--- src/rtl/fp_pkg.sv ---
// Shared floating-point definitions for the multiplier datapath and its
// normalise/round stage: format widths, special-case codes and constant words.
package fp_pkg;

    function automatic int exp_w(input int n);
        return (n == 64) ? 11 : 8;
    endfunction

    function automatic int man_w(input int n);
        return (n == 64) ? 52 : 23;
    endfunction

    function automatic int bias(input int n);
        return (1 << (exp_w(n) - 1)) - 1;
    endfunction

    // Constants are returned 64 bits wide; callers truncate to N.
    function automatic logic [63:0] qnan_of(input int n);
        return (n == 64) ? 64'h7FF8_0000_0000_0000 : 64'h0000_0000_7FC0_0000;
    endfunction

    function automatic logic [63:0] inf_of(input int n);
        return (n == 64) ? 64'h7FF0_0000_0000_0000 : 64'h0000_0000_7F80_0000;
    endfunction

    typedef enum logic [1:0] {
        FP_NORMAL = 2'b00,
        FP_ZERO   = 2'b01,
        FP_INF    = 2'b10,
        FP_NAN    = 2'b11
    } fp_special_e;

    typedef enum logic [1:0] {
        ST_IDLE,
        ST_NORM,
        ST_ROUND,
        ST_DONE
    } norm_state_e;

endpackage

--- src/rtl/fp_norm_round_if.sv ---
// Load/result bundle between the multiplier core and the normalise/round stage.
interface fp_norm_round_if #(parameter int N = 32);
    import fp_pkg::*;

    localparam int E = exp_w(N);
    localparam int M = man_w(N);

    logic             load;
    logic             in_sign;
    logic [E+1:0]     in_exp;
    logic [2*M+1:0]   in_mant;
    logic [1:0]       in_special;
    logic [N-1:0]     result;
    logic             valid;
    logic             busy;
    logic             overflow;
    logic             underflow;
    logic             inexact;

    modport master (
        output load, in_sign, in_exp, in_mant, in_special,
        input  result, valid, busy, overflow, underflow, inexact
    );

    modport slave (
        input  load, in_sign, in_exp, in_mant, in_special,
        output result, valid, busy, overflow, underflow, inexact
    );

endinterface

--- src/rtl/fp_round_rne.sv ---
// Round-to-nearest-even on a normalised significand; a carry-out is already
// folded back into sig_o so the caller only has to bump the exponent.
module fp_round_rne #(parameter int M = 23) (
    input  logic [M:0] sig_i,
    input  logic       guard_i,
    input  logic       sticky_i,
    output logic [M:0] sig_o,
    output logic       carry_o,
    output logic       inexact_o
);
    logic         inc;
    logic [M+1:0] sum;

    always_comb begin
        inc       = guard_i & (sticky_i | sig_i[0]);
        sum       = {1'b0, sig_i} + {{(M+1){1'b0}}, inc};
        carry_o   = sum[M+1];
        sig_o     = carry_o ? sum[M+1:1] : sum[M:0];
        inexact_o = guard_i | sticky_i;
    end

endmodule

--- src/rtl/fp_norm_round.sv ---
// Post-multiply stage: normalises the raw significand product one shift per
// cycle, rounds RNE, clamps the exponent and packs an IEEE-754 word.
module fp_norm_round
    import fp_pkg::*;
#(
    parameter int N = 32
) (
    input  logic           clk,
    input  logic           rst,
    fp_norm_round_if.slave bus
);
    localparam int E  = exp_w(N);
    localparam int M  = man_w(N);
    localparam int MW = 2*M + 2;
    localparam int EW = E + 2;
    localparam logic [N-1:0]  QNAN    = N'(qnan_of(N));
    localparam logic [N-1:0]  INF     = N'(inf_of(N));
    localparam logic [EW-1:0] EXP_MAX = EW'((1 << E) - 1);

    if (N != 32 && N != 64) begin : g_bad_n
        $error("fp_norm_round: N must be 32 or 64");
    end

    norm_state_e   state_q, state_d;
    logic          sign_q, sign_d;
    logic [EW-1:0] exp_q, exp_d;
    logic [MW-1:0] mant_q, mant_d;
    logic          sticky_q, sticky_d;
    fp_special_e   special_q, special_d;
    logic [N-1:0]  result_q, result_d;
    logic          valid_q, valid_d;
    logic          ovf_q, ovf_d;
    logic          unf_q, unf_d;
    logic          inx_q, inx_d;

    logic [M:0]    rnd_sig;
    logic          rnd_carry;
    logic          rnd_inexact;
    logic [EW-1:0] exp_rnd;

    fp_round_rne #(.M(M)) u_round (
        .sig_i     (mant_q[2*M:M]),
        .guard_i   (mant_q[M-1]),
        .sticky_i  ((|mant_q[M-2:0]) | sticky_q),
        .sig_o     (rnd_sig),
        .carry_o   (rnd_carry),
        .inexact_o (rnd_inexact)
    );

    // Exponent is two's complement in EW bits; the sign bit catches deep underflow.
    assign exp_rnd = exp_q + EW'(rnd_carry);

    always_comb begin
        state_d   = state_q;
        sign_d    = sign_q;
        exp_d     = exp_q;
        mant_d    = mant_q;
        sticky_d  = sticky_q;
        special_d = special_q;
        result_d  = result_q;
        valid_d   = 1'b0;
        ovf_d     = ovf_q;
        unf_d     = unf_q;
        inx_d     = inx_q;

        case (state_q)
            ST_IDLE, ST_DONE: begin
                state_d = ST_IDLE;
                if (bus.load) begin
                    sign_d    = bus.in_sign;
                    exp_d     = bus.in_exp;
                    mant_d    = bus.in_mant;
                    special_d = fp_special_e'(bus.in_special);
                    sticky_d  = 1'b0;
                    state_d   = (fp_special_e'(bus.in_special) == FP_NORMAL && |bus.in_mant)
                                ? ST_NORM : ST_ROUND;
                end
            end
            ST_NORM: begin
                if (mant_q[MW-1]) begin
                    mant_d   = mant_q >> 1;
                    sticky_d = sticky_q | mant_q[0];
                    exp_d    = exp_q + EW'(1);
                    state_d  = ST_ROUND;
                end else if (mant_q[MW-2]) begin
                    state_d  = ST_ROUND;
                end else begin
                    mant_d   = mant_q << 1;
                    exp_d    = exp_q - EW'(1);
                end
            end
            ST_ROUND: begin
                valid_d = 1'b1;
                state_d = ST_DONE;
                ovf_d   = 1'b0;
                unf_d   = 1'b0;
                inx_d   = 1'b0;
                case (special_q)
                    FP_NAN:  result_d = QNAN;
                    FP_INF:  result_d = {sign_q, INF[N-2:0]};
                    FP_ZERO: result_d = {sign_q, {(N-1){1'b0}}};
                    default: begin
                        if (mant_q == '0) begin
                            result_d = {sign_q, {(N-1){1'b0}}};
                        end else if (!exp_rnd[EW-1] && exp_rnd >= EXP_MAX) begin
                            result_d = {sign_q, INF[N-2:0]};
                            ovf_d    = 1'b1;
                            inx_d    = 1'b1;
                        end else if (exp_rnd[EW-1] || exp_rnd == '0) begin
                            result_d = {sign_q, {(N-1){1'b0}}};
                            unf_d    = 1'b1;
                            inx_d    = 1'b1;
                        end else begin
                            result_d = {sign_q, exp_rnd[E-1:0], rnd_sig[M-1:0]};
                            inx_d    = rnd_inexact;
                        end
                    end
                endcase
            end
            default: state_d = ST_IDLE;
        endcase
    end

    always_ff @(posedge clk or posedge rst) begin
        if (rst) begin
            state_q   <= ST_IDLE;
            sign_q    <= 1'b0;
            exp_q     <= '0;
            mant_q    <= '0;
            sticky_q  <= 1'b0;
            special_q <= FP_NORMAL;
            result_q  <= '0;
            valid_q   <= 1'b0;
            ovf_q     <= 1'b0;
            unf_q     <= 1'b0;
            inx_q     <= 1'b0;
        end else begin
            state_q   <= state_d;
            sign_q    <= sign_d;
            exp_q     <= exp_d;
            mant_q    <= mant_d;
            sticky_q  <= sticky_d;
            special_q <= special_d;
            result_q  <= result_d;
            valid_q   <= valid_d;
            ovf_q     <= ovf_d;
            unf_q     <= unf_d;
            inx_q     <= inx_d;
        end
    end

    assign bus.result    = result_q;
    assign bus.valid     = valid_q;
    assign bus.busy      = (state_q == ST_NORM) || (state_q == ST_ROUND);
    assign bus.overflow  = ovf_q;
    assign bus.underflow = unf_q;
    assign bus.inexact   = inx_q;

endmodule

--- src/flat_wrapper.sv ---
// flat-port wrapper written by rule: the top's interface ports become plain ports
module fp_norm_round_flat import fp_pkg::*;
#(
    parameter int N = 32
)
  (clk, rst, bus_load, bus_in_sign, bus_in_exp, bus_in_mant, bus_in_special, bus_result, bus_valid, bus_busy, bus_overflow, bus_underflow, bus_inexact);
  fp_norm_round_if #(.N(N)) bus_i ();
  input  logic clk;
  input  logic rst;
  input wire logic [$bits(bus_i.load)-1:0] bus_load;
  input wire logic [$bits(bus_i.in_sign)-1:0] bus_in_sign;
  input wire logic [$bits(bus_i.in_exp)-1:0] bus_in_exp;
  input wire logic [$bits(bus_i.in_mant)-1:0] bus_in_mant;
  input wire logic [$bits(bus_i.in_special)-1:0] bus_in_special;
  output wire logic [$bits(bus_i.result)-1:0] bus_result;
  output wire logic [$bits(bus_i.valid)-1:0] bus_valid;
  output wire logic [$bits(bus_i.busy)-1:0] bus_busy;
  output wire logic [$bits(bus_i.overflow)-1:0] bus_overflow;
  output wire logic [$bits(bus_i.underflow)-1:0] bus_underflow;
  output wire logic [$bits(bus_i.inexact)-1:0] bus_inexact;
  assign bus_i.load = bus_load;
  assign bus_i.in_sign = bus_in_sign;
  assign bus_i.in_exp = bus_in_exp;
  assign bus_i.in_mant = bus_in_mant;
  assign bus_i.in_special = bus_in_special;
  assign bus_result = bus_i.result;
  assign bus_valid = bus_i.valid;
  assign bus_busy = bus_i.busy;
  assign bus_overflow = bus_i.overflow;
  assign bus_underflow = bus_i.underflow;
  assign bus_inexact = bus_i.inexact;
  fp_norm_round #(.N(N)) u_core (.clk(clk), .rst(rst), .bus(bus_i));
endmodule
--- config.mk ---
export PLATFORM = sky130hd
export DESIGN_NAME = fp_norm_round_flat
export DESIGN_NICKNAME = d
export VERILOG_FILES = /design/src/rtl/fp_pkg.sv /design/src/rtl/fp_norm_round_if.sv /design/src/rtl/fp_round_rne.sv /design/src/rtl/fp_norm_round.sv /design/src/flat_wrapper.sv
export SDC_FILE = /design/constraint.sdc
export NUM_CORES = 1
export LEC_CHECK = 0
export CORE_UTILIZATION = 49
export CTS_CLUSTER_DIAMETER = 60
export DETAILED_ROUTE_END_ITERATION = 7
export GPL_TIMING_DRIVEN = 0
export HOLD_SLACK_MARGIN = 0.03
export PLACE_DENSITY = 0.79
export SLEW_MARGIN = 40
export SYNTH_ARGS = -nofsm -noshare
export SYNTH_HDL_FRONTEND = slang
export SYNTH_SLANG_ARGS = --single-unit
export TNS_END_PERCENT = 1
--- constraint.sdc ---
create_clock -name clk -period 3.9 [get_ports clk]
set_clock_uncertainty 0.05 [all_clocks]
set_input_delay 0.78 -clock clk [delete_from_list [all_inputs] [get_ports clk]]
set_output_delay 0.78 -clock clk [all_outputs]
set_load 0.03 [all_outputs]
==> Word-level counts from Yosys, hierarchy flattened <==
Cells that the tools add are included.
{ "op_classes": {"reduce_logical": 18, "add_sub_neg": 4, "shift": 0, "n_div": 0, "eq_ne": 10, "n_lt_le_gt_ge": 1, "bitwise_logic": 5, "mux": 33, "n_mul": 0} }
{ "op_table": {"columns": ["operator", "count"], "rows": [
  ["48-bit two-way mux", 2],
  ["32-bit case mux with 3 select lines", 1],
  ["48-bit case mux with 2 select lines", 1],
  ["31-bit two-way mux", 3],
  ["48-bit logical NOT", 1],
  ["48-bit OR reduction", 1],
  ["47-bit two-way mux", 1],
  ["10-bit two-way mux", 3],
  ["24-bit by 1-bit adder with 25-bit output", 1],
  ["23-bit two-way mux", 1],
  ["22-bit OR reduction", 1],
  ["10-bit case mux with 2 select lines", 1],
  ["1-bit two-way mux", 14],
  ["10-bit by 1-bit adder with 10-bit output", 1],
  ["10-bit by 1-bit adder with 10-bit output, second input constant", 1],
  ["10-bit by 8-bit >= comparator with 1-bit output, second input constant", 1],
  ["10-bit logical NOT", 1],
  ["10-bit by 1-bit subtractor with 10-bit output, second input constant", 1],
  ["2-bit equality test, second input constant", 4],
  ["2-bit two-way mux", 4],
  ["2-bit case mux with 3 select lines", 1],
  ["3-bit AND reduction", 2],
  ["2-bit by 1-bit equality test with 1-bit output, second input constant", 2],
  ["2-bit logical NOT", 2],
  ["other kinds (14)", 20]
]} }
{ "totals": {"latchBits": 0, "reg_bits": 100, "ram_bits": 0, "n_memories": 0, "in_bits": 64, "mem_bits_ro": 0, "out_inout_bits": 37} }

==> Longest topological paths before layout <==
{ "depth": {"ltp_word": 12, "ltp_mapped": 17} }

==> Cells and area by module <==
A second synthesis with hierarchy kept.
{ "unflattened": {"cells_unflattened": 761, "area_unflattened_um2": 6478.7} }
{ "by_module_without_submodules": {"columns": ["mod", "cells_each", "n_inst", "seq_area_each_um2", "area_per_inst_um2"], "rows": [
  ["fp_norm_round", 662, 1, 2502.4, 5838.1],
  ["fp_round_rne", 99, 1, 0.0, 640.6]
]} }

==> Worst setup path before layout <==
No wires, ideal clock.
{ "synth_path": {"path_type": "reg2reg", "start": "reg u_core.mant_q[23]", "end": "reg u_core.result_q[3], in the netlist u_core.bus.result[3]", "synth_period_minus_slack_ns": 3.993, "arrival_time_ns": 3.793, "n_path_buf": 3, "t_required_ns": 3.700, "stages_incl_launch_ff": 18, "slack_ns": -0.093, "setup_ns": 0.150, "path_cell_list": "dfrtp_1 > and2_1 > ha_1 > nand4_4 > nor4_4 > nand3_4 > nor2_2 > buf_2 > ha_1 > ha_1 > buf_2 > xor2_1 > nand3_1 > or3_1 > o31a_2 > nand3_2 > buf_4 > o32ai_1"} }
{ "synth_between": {"elab_chain_cells": 10, "elab_cells_between_ends": 15, "classes_between": "add/sub: 2; order compare: 1; mux: 5; bitwise: 2; reduce/logical: 5"} }
{ "synth_rtl": {"columns": ["item", "line_no", "rtl"], "rows": [
  ["start, declared", "fp_norm_round.sv:27", "logic [MW-1:0] mant_q, mant_d;"],
  ["start signal, assigned", "fp_norm_round.sv:141", "mant_q <= mant_d;"],
  ["parallel branches: the longest is 8 deep, another holds 24-bit by 1-bit adder with 25-bit output", null, null],
  ["31-bit two-way mux *", "fp_norm_round.sv:103", "if (mant_q == '0) begin"],
  ["32-bit case mux with 3 select lines *", "fp_norm_round.sv:98", "case (special_q)"],
  ["end signal, assigned", "fp_norm_round.sv:144", "result_q <= result_d;"],
  ["end, declared", "fp_norm_round.sv:30", "logic [N-1:0] result_q, result_d;"]
]} }
Mark *: on every way between the ends.
A chain may end at the register's enable or synchronous reset.

==> Final worst setup path <==
{ "layout_path": {"start": "reg u_core.mant_q[30]", "end": "reg u_core.result_q[5], in the netlist u_core.bus.result[5]"} }
{ "layout_between": {"elab_chain_cells": 8, "elab_cells_between_ends": 13, "classes_between": "add/sub: 2; order compare: 1; mux: 5; reduce/logical: 5"} }
{ "layout_rtl": {"columns": ["item", "line_no"], "rows": [
  ["parallel branches: the longest is 6 deep, another holds 24-bit by 1-bit adder with 25-bit output", null],
  ["31-bit two-way mux *", "fp_norm_round.sv:103"],
  ["32-bit case mux with 3 select lines *", "fp_norm_round.sv:98"]
]} }
Marks and branches as above.

==> summary.md <==
| Metric | Value |
|---|---|
| Post-Synthesis Mean Instance Area | `slightly below 9 um^2` |
| Pre-CTS WS | `-569 ps` |
| Worst-Margin Slew | `821 ps` |
| Clock slew at reported path FFs | `approximately 70 ps` |
| Maximum clock path buffer count | `2` |
| PnR worst setup slack | `138 ps` |
| Via/cell ratio | `6.16` |
| Met2 routed WL | `8890 um` |
| Flops & latches, synth | `100` |
| Starting Density | `0.504` |
| CP Class | `flop to flop` |
| DRT met1 WL | `7640 um` |
| Hold Buf Count CTS | `0` |
| TritonCTS buffer count | `9` |
| Outcome | `complete, no violations` |
| Number of global-route vias before repair | `6061` |
| WL met3 | `1490 um` |
| Slew HR | `0.448` |
| Hold Vio Cnt, Final | `0` |
| Final TNS setup | `0 ps` |
| # DRC | `0` |
| Placer congestion estimate | `0.925` |
| Synth unique cells | `56` |
| Ys Warns | `0` |
| Clock Latency Late Sink | `360 ps` |
| Power Dens Cells | `853 mW/mm^2` |
| Max FO, Critical Path | `10` |
| Clock sink count | `100` |
| Max Clock Freq | `between 200 and 300 MHz` |
| Most frequent cells in the layout | `100 x clkdlybuf4s50_1, 97 x dfrtp_1, 78 x nor2_1, 48 x inv_1, 47 x nand2_1` |
| DRT iter0 DRCs | `677` |
| Sequential-to-total area share from yosys stat | `0.393` |
| Ports | `101` |
| Via count | `6264` |
| Final Setup Violations | `0` |
| H-Tree Depth | `3` |
| Register-to-register path setup slack | `between 100 and 150 ps` |
| Ant diodes | `0` |
| Synthesized instance count | `724` |
| Period minus WS final | `around 3800 ps` |
| Fraction of registers with async set or reset after synthesis | `1.00` |
| Final WL | `between 15000 and 20000 um` |
| WP data arrival | `3890 ps` |
| Commonest non-fill, non-tap cell in the layout | `clkdlybuf4s50_1` |
| Post-synth EDFFs | `0` |
| Crit path required time | `about 4000 ps` |
| DR top layer | `met4` |
| Largest net degree at the start of global routing | `67` |
| Synth Flop Type | `dfrtp_1` |
| Syn_nets | `802` |
| Die Height | `about 120 um` |
| Register Area | `0.00251 mm^2` |
| Area of the core | `0.0126 mm^2` |
| Synthesized area | `0.00636 mm^2` |
| Port bufs | `100` |
| Total leakage power | `approximately 3.3 nW` |
| Max Slew Vio Count | `0` |
| Max-cap viol count | `0` |
| Final ANT Viol Nets | `0` |
| Part of the cycle the worst path needs | `0.965` |
| Worst min path class | `flop to flop` |
| TritonRoute pass-1 iters | `5` |
| Max IR drop VDD | `0.303 mV` |
| Grt total ovfl | `0` |
| Final cell count without fillers | `1017` |
| CTS tree | `built` |
| FP Rows | `41` |
| CP Launch Type | `flop` |
| Multi-input gate area | `0.00345 mm^2` |
| Die W | `around 120 um` |
| Filler cell count | `1039` |
| DP Cell Count | `997` |
| Share of layout cells above drive strength 1 | `0.0805` |
| Area Overhead vs Synth | `26.7%` |
| RSZ-0062 raised after global routing | `no` |
| Initial antenna violation count | `0` |
| Die Area | `0.0134 mm^2` |
| Nets | `918` |
| Root buf cell | `clkbuf_16` |
| Global-route wire length before repair | `between 20000 and 30000 um` |
| CP endpoint kind | `flop` |
| DPL Wire Length | `13500 um` |
| Total GRT Usage | `0.285` |
| Wire length per cell | `18.3 um` |
## synth_stat cells, types with 3 or more instances
cell,count,area share
nand2_1,47,0.028
a22oi_1,39,0.046
nor3b_1,4,0.0047
a31oi_1,3,0.0029
o221ai_1,7,0.0096
a21oi_1,18,0.014
xnor2_1,19,0.026
o32ai_1,4,0.0055
o21ai_0,27,0.021
mux2i_1,8,0.013
clkbuf_1,46,0.027
a21o_1,44,0.052
nand2b_1,4,0.0039
nor2b_1,6,0.0059
mux2_2,3,0.0053
ha_1,13,0.026
nor3_1,6,0.0047
o32ai_2,9,0.023
o311ai_0,6,0.0083
o31ai_1,3,0.0035
nor4_1,24,0.024
nor2_1,78,0.046
dfrtp_1,100,0.39
inv_1,49,0.029
nand4_1,16,0.016
and4_1,3,0.0041
o211ai_1,3,0.0035
and2_1,4,0.0039
nand3_1,11,0.0086
and3_1,8,0.0079
xor2_1,14,0.019
buf_2,13,0.010
a211oi_1,40,0.047
buf_1,5,0.0029
o22ai_1,14,0.014
## sequential cells by signal, summed over array words and instances, names as in the netlist
signal / cells
u_core.bus.inexact: 1
u_core.bus.overflow: 1
u_core.bus.result: 32
u_core.bus.underflow: 1
u_core.bus.valid: 1
u_core.exp_q: 10
u_core.mant_q: 48
u_core.sign_q: 1
u_core.special_q: 2
u_core.state_q: 2
u_core.sticky_q: 1
## cell families after synthesis
kind of cell / after synthesis / share of synthesized area
AND/OR/NAND/NOR: 224 / 0.179
flip-flops: 100 / 0.393
adder cells (fa/ha/maj): 14 / 0.0287
multiplexers: 11 / 0.0179
XOR/XNOR: 33 / 0.0454
AO/OA/AOI/OAI: 227 / 0.264
buffers and inverters: 115 / 0.0712
## path summary, 6_finish.rpt
| kind | start | end | depth (start not counted) |
|---|---|---|---|
| min in group asynchronous | rst | u_core.bus.result[22]$_DFFE_PP0P_ | 2 |
| hold reg to reg | u_core.bus.result[28]$_DFFE_PP0P_ | u_core.bus.result[28]$_DFFE_PP0P_ | 2 |
| hold / removal | u_core.bus.result[28]$_DFFE_PP0P_ | u_core.bus.result[28]$_DFFE_PP0P_ | 2 |
| setup / recovery | u_core.mant_q[30]$_DFFE_PP0P_ | u_core.bus.result[5]$_DFFE_PP0P_ | 16 |
| max in group asynchronous | rst | u_core.mant_q[22]$_DFFE_PP0P_ | 3 |
| setup reg to reg | u_core.mant_q[30]$_DFFE_PP0P_ | u_core.bus.result[5]$_DFFE_PP0P_ | 16 |
## per-stage QoR
step | total power [mW] | hold slack [ps] | area [um^2] | utilization
3_3_place_gp | 5.53 | 437 | 7580 | 0.601
2_1_floorplan | 4.59 | 422 | 6360 | -
4_1_cts | 6.81 | 470 | 8060 | 0.638
3_5_place_dp | 5.73 | 451 | 7620 | 0.604
5_1_grt | 7.32 | 487 | 8060 | 0.639
6_report | 6.88 | 462 | 8060 | 0.639
## layout make-up
type | count | share of cell area
Clock inverter | 3 | 0.00838
Sequential cell | 100 | 0.311
Inverter | 49 | 0.0237
Clock buffer | 13 | 0.0335
Multi-Input combinational cell | 509 | 0.428
Timing Repair Buffer | 108 | 0.134
Buffer | 63 | 0.0348
Tap cell | 172 | 0.0267
## worst max-delay path: stages (launching register included)
cell	delay, ps
dfrtp_1	320
buf_2	230
nand4_1	260
nor4_4	380
nand3_4	160
nor2_4	160
buf_8	180
ha_4	180
ha_1	140
buf_4	160
xor2_2	160
nand3_1	80
or3_1	330
o31a_4	390
nand3_4	130
buf_8	170
o32ai_2	120
## metal layers
| metal | track usage | vias up |
|---|---|---|
| met1 | 0.364 | 2989 |
| met3 | 0.0471 | 43 |
| li1 | - | 2882 |
| met4 | 0.130 | 0 |
| met5 | 0 | - |
| met2 | 0.474 | 350 |
## report_power, final
part	switching (mW)	internal [mW]
clock network	0.403	0.616
registers	0.439	1.51
logic	2.36	1.55
total	3.20	3.67
## timing repair
item                                    4_1_cts  5_1_grt
endpoints found under the setup margin       29       20
cloned                                        0        0
setup buffers                                 5        2
resized for setup                            16        1
pin swaps                                     2        2
No activity file was read; power rests on OpenSTA's default activity.
